===== config.mk =====
export PLATFORM = sky130hd
export DESIGN_NAME = serial_nibble_framer
export DESIGN_NICKNAME = d
export VERILOG_FILES = /design/src/rtl/serial_nibble_framer.sv
export SDC_FILE = /design/constraint.sdc
export NUM_CORES = 1
export LEC_CHECK = 0
export BUFFER_PORTS_ARGS = -buffer_cell sky130_fd_sc_hd__buf_2
export CORE_MARGIN = 4
export CORE_UTILIZATION = 49
export CTS_CLUSTER_DIAMETER = 80
export CTS_CLUSTER_SIZE = 30
export DETAILED_ROUTE_END_ITERATION = 12
export HOLD_SLACK_MARGIN = 0.03
export PLACE_DENSITY_LB_ADDON = 0.12
export SYNTH_ARGS = -nofsm -noshare
export SYNTH_HDL_FRONTEND = slang
export SYNTH_SLANG_ARGS = --single-unit

===== constraint.sdc =====
create_clock -name Clk -period 1.4 [get_ports Clk]
set_input_delay 0.28 -clock Clk [delete_from_list [all_inputs] [get_ports Clk]]
set_output_delay 0.28 -clock Clk [all_outputs]
set_load 0.02 [all_outputs]

===== src/rtl/serial_nibble_framer.sv =====
// Serial nibble receiver: start bit, four LSB-first data bits, optional even
// parity bit and stop bit, with one-cycle valid/error pulses per frame.
module serial_nibble_framer #(
    parameter int PARITY_EN = 1
) (
    input  logic       Clk,
    input  logic       Rst,
    input  logic       Si,
    input  logic       SiEn,
    output logic [3:0] Po,
    output logic       PoValid,
    output logic       FrameErr,
    output logic       Busy
);

    typedef enum logic [1:0] {
        IDLE   = 2'd0,
        DATA   = 2'd1,
        PARITY = 2'd2,
        STOP   = 2'd3
    } state_t;

    state_t     state;
    logic [1:0] cnt;
    logic [3:0] shreg;
    logic       par_err;

    // Pulses default low every cycle, so a strobed stop bit yields exactly one cycle.
    always_ff @(posedge Clk or posedge Rst) begin
        if (Rst) begin
            state    <= IDLE;
            cnt      <= 2'd0;
            shreg    <= 4'b0000;
            par_err  <= 1'b0;
            Po       <= 4'b0000;
            PoValid  <= 1'b0;
            FrameErr <= 1'b0;
        end else begin
            PoValid  <= 1'b0;
            FrameErr <= 1'b0;
            if (SiEn) begin
                case (state)
                    IDLE: begin
                        par_err <= 1'b0;
                        if (!Si) begin
                            state <= DATA;
                            cnt   <= 2'd0;
                        end
                    end
                    DATA: begin
                        shreg[cnt] <= Si;
                        cnt        <= cnt + 2'd1;
                        if (cnt == 2'd3)
                            state <= (PARITY_EN != 0) ? PARITY : STOP;
                    end
                    PARITY: begin
                        if (Si != ^shreg)
                            par_err <= 1'b1;
                        state <= STOP;
                    end
                    STOP: begin
                        if (Si && !par_err) begin
                            Po      <= shreg;
                            PoValid <= 1'b1;
                        end else begin
                            FrameErr <= 1'b1;
                        end
                        par_err <= 1'b0;
                        state   <= IDLE;
                    end
                    default: state <= IDLE;
                endcase
            end
        end
    end

    assign Busy = (state != IDLE);

endmodule


==> results.json <==
{
  "port_buffers": 10,
  "swShare_pct": 38.8,
  "num_rows": 14,
  "wl_mm": 1.47,
  "hold_viol_final": 0,
  "nNetsFinal": 105,
  "finClkSkew_ns": 0.00132,
  "internal_power_w": 0.00148,
  "drcViolationCount": 0,
  "synthesis.area_um2": 815,
  "clock-sinks": 15,
  "die_area_um2": 2380,
  "timing.final.crit_share_pct": 101,
  "htree_levels": 1,
  "cts_hold_buf": 0,
  "p_seq_share_pct": 30.5,
  "fmax_mhz": 710,
  "max-vdd-ir-drop_v": 0.00141,
  "grt_pass1_wl_mm": 2.46,
  "fin_util_pct": 66.3,
  "final_common_cell": "dfrtp_1",
  "clock_latency_ns": 0.28,
  "cts.path.max_buffers": 2,
  "area_growth_pct": 25.5,
  "start_util_pct": 52.8,
  "ys_seq_area_share_pct": 46.1,
  "ant_nets": 0,
  "rsz0062_at_grt": "yes",
  "antenna_found_initial": 0,
  "p_leak_nw": 0.525,
  "numCtsBuffers": 3,
  "layout_common_cells": "dfrtp_1 (15), buf_2 (9), buf_4 (9)",
  "criticalPathCategory": "reg2out",
  "cp_common_cell": "inv_2",
  "synth_cells": 71,
  "start_kind": "flop",
  "cp_slowest_stage_delay_ns": 0.41,
  "p_comb_share_pct": 58.6,
  "dp_hpwl_um": 996,
  "syn_nets": 84,
  "diodes": 0,
  "wl_per_cell_um": 13.7,
  "grt_usage_pct": 13.3,
  "clockPowerShare_pct": 10.8,
  "crit_arrival_ns": 1.13,
  "dpl_worst_slack_ns": 0.0115,
  "critical_path.top_delay_family": "flip-flops",
  "syn_area_per_cell_um2": 11.5,
  "setup_slack_ns": -0.00878,
  "cts_tree": "done",
  "drive_above_1_share_pct": 45.1,
  "grt_max_degree": 16,
  "die_h_um": 48.8,
  "yosysUniqueCellTypes": 21,
  "finalMaxSlewViolations": 0,
  "cp_slowest_cell": "dfrtp_1",
  "critPathMaxFanout": 3,
  "required_ns": 1.12,
  "die_w_um": 48.8,
  "min_path_type": "in2async",
  "coreArea_um2": 1540,
  "gp_congestion": 0.806,
  "ios": 11,
  "clkTransAtPathRegs_ns": 0.10,
  "vias_per_cell": 5.39,
  "pwr_density_cell_nw_per_um2": 2360,
  "worst_setup_path_end_kind": "primary output",
  "grt_overflow": 0,
  "finalCriticalPeriod_ns": 1.41,
  "tightest_slew_ns": 0.555,
  "cp_cell_sequence": "inv_2 -> ha_4 -> inv_2 -> buf_6",
  "power_switching_w": 0.000934,
  "vias": 577,
  "yosys_register_bits": 15,
  "status": "finished, violations left",
  "setup_viol": 2,
  "first_global_vias": 582,
  "max_cap_viol_count": 0,
  "crit_buf_inv": 3,
  "violations": "negative setup slack",
  "maxSlewHeadroom_pct": 62.9,
  "firstDrtPassIters": 4,
  "cts-root-buf": "clkbuf_4",
  "drt_iter0_markers": 8,
  "yosys_warnings": 0
}
kinds of logic after synthesis:
family / Yosys count / share of synthesized area [%]
adder cells (fa/ha/maj): 9 / 13.8
multiplexers: 10 / 13.7
AND/OR/NAND/NOR: 13 / 8.45
XOR/XNOR: 3 / 4.92
AO/OA/AOI/OAI: 9 / 7.07
buffers and inverters: 12 / 5.99
flip-flops: 15 / 46.1
Yosys cell counts:
cell type  instances  area (um^2)
dfrtp_1           15          375
ha_1               9          113
inv_1              9         33.8
mux2_2             9          101
nand3_1            7         35.0
a21oi_1            2         10.0
a31oi_1            2         12.5
buf_2              2         10.0
nand2_1            2         7.51
o211ai_1           2         15.0
xnor2_1            2         17.5
a21o_1             1         7.51
and2b_1            1         7.51
clkbuf_2           1         5.00
mux2i_1            1         10.0
nand3_2            1         10.0
nor2_1             1         3.75
nor3_1             1         5.00
o21ai_0            1         5.00
o31ai_1            1         7.51
xnor3_1            1         22.5
final timing paths:
| kind | startpoint | to | slack, ns | cells past startpoint |
|---|---|---|---|---|
| max | state[1]$_DFFE_PP0P_ | Busy | -0.009 | 4 |
| max in group asynchronous | Rst | FrameErr$_DFF_PP0_ | 1.01 | 2 |
| min | Rst | Po[3]$_DFFE_PP0P_ | 0.02 | 2 |
| min reg2reg | Po[3]$_DFFE_PP0P_ | Po[3]$_DFFE_PP0P_ | 0.51 | 1 |
| min in group Clk | SiEn | FrameErr$_DFF_PP0_ | 0.34 | 3 |
| max reg2reg | state[1]$_DFFE_PP0P_ | state[1]$_DFFE_PP0P_ | 0 | 5 |
what timing repair did:
action                                  4_1_cts  5_1_grt
endpoints found under the setup margin        2       10
resized for setup                             5        6
pin swaps                                     2        3
setup buffers                                 3        1
metal layers:
| layer | GRT usage [%] | up-vias | wire length (um) |
|---|---|---|---|
| li1 | - | 281 | - |
| met1 | 15.9 | 279 | 655 |
| met2 | 22.2 | 13 | 713 |
| met3 | 3.06 | 4 | 60 |
| met4 | 6.73 | 0 | 36 |
| met5 | 0 | - | 0 |
metrics by stage:
step | hold WS (ns) | cells | instance area (um^2) | setup TNS, ns | total power (W)
floorplan | 0.181 | 71 | 833 | -0.0580 | 0.00158
global placement | 0.362 | 100 | 927 | 0 | 0.00187
detailed placement | 0.354 | 100 | 927 | 0 | 0.00189
CTS | 0.0309 | 106 | 991 | -0.00998 | 0.00227
global route | 0.0473 | 107 | 1020 | -0.211 | 0.00262
finish | 0.0236 | 107 | 1020 | -0.00999 | 0.00241
layout make-up:
cell class                 instances  area [um^2]
inverter                           9         33.8
clock buffer                       3         22.5
tap                               16         20.0
multi-input combinational         44          439
timing repair buffer              19          124
clock inverter                     1         7.51
fill                             117          519
sequential                        15          375
flip-flops by register name (all words and copies together) (netlist names):
signal,flops
Po,4
shreg,4
par_err,1
state,2
FrameErr,1
PoValid,1
cnt,2
power groups by stage:
stage,Combinational (W),Clock (W),Sequential (W)
6_report,0.00141,0.000261,0.000735
5_1_grt,0.00156,0.000295,0.000764
4_1_cts,0.00127,0.000271,0.000734
3_5_place_dp,0.00113,0,0.000758
3_3_place_gp,0.00112,0,0.000747
2_1_floorplan,0.000746,0,0.000832
(Power assumes the default switching activity.)
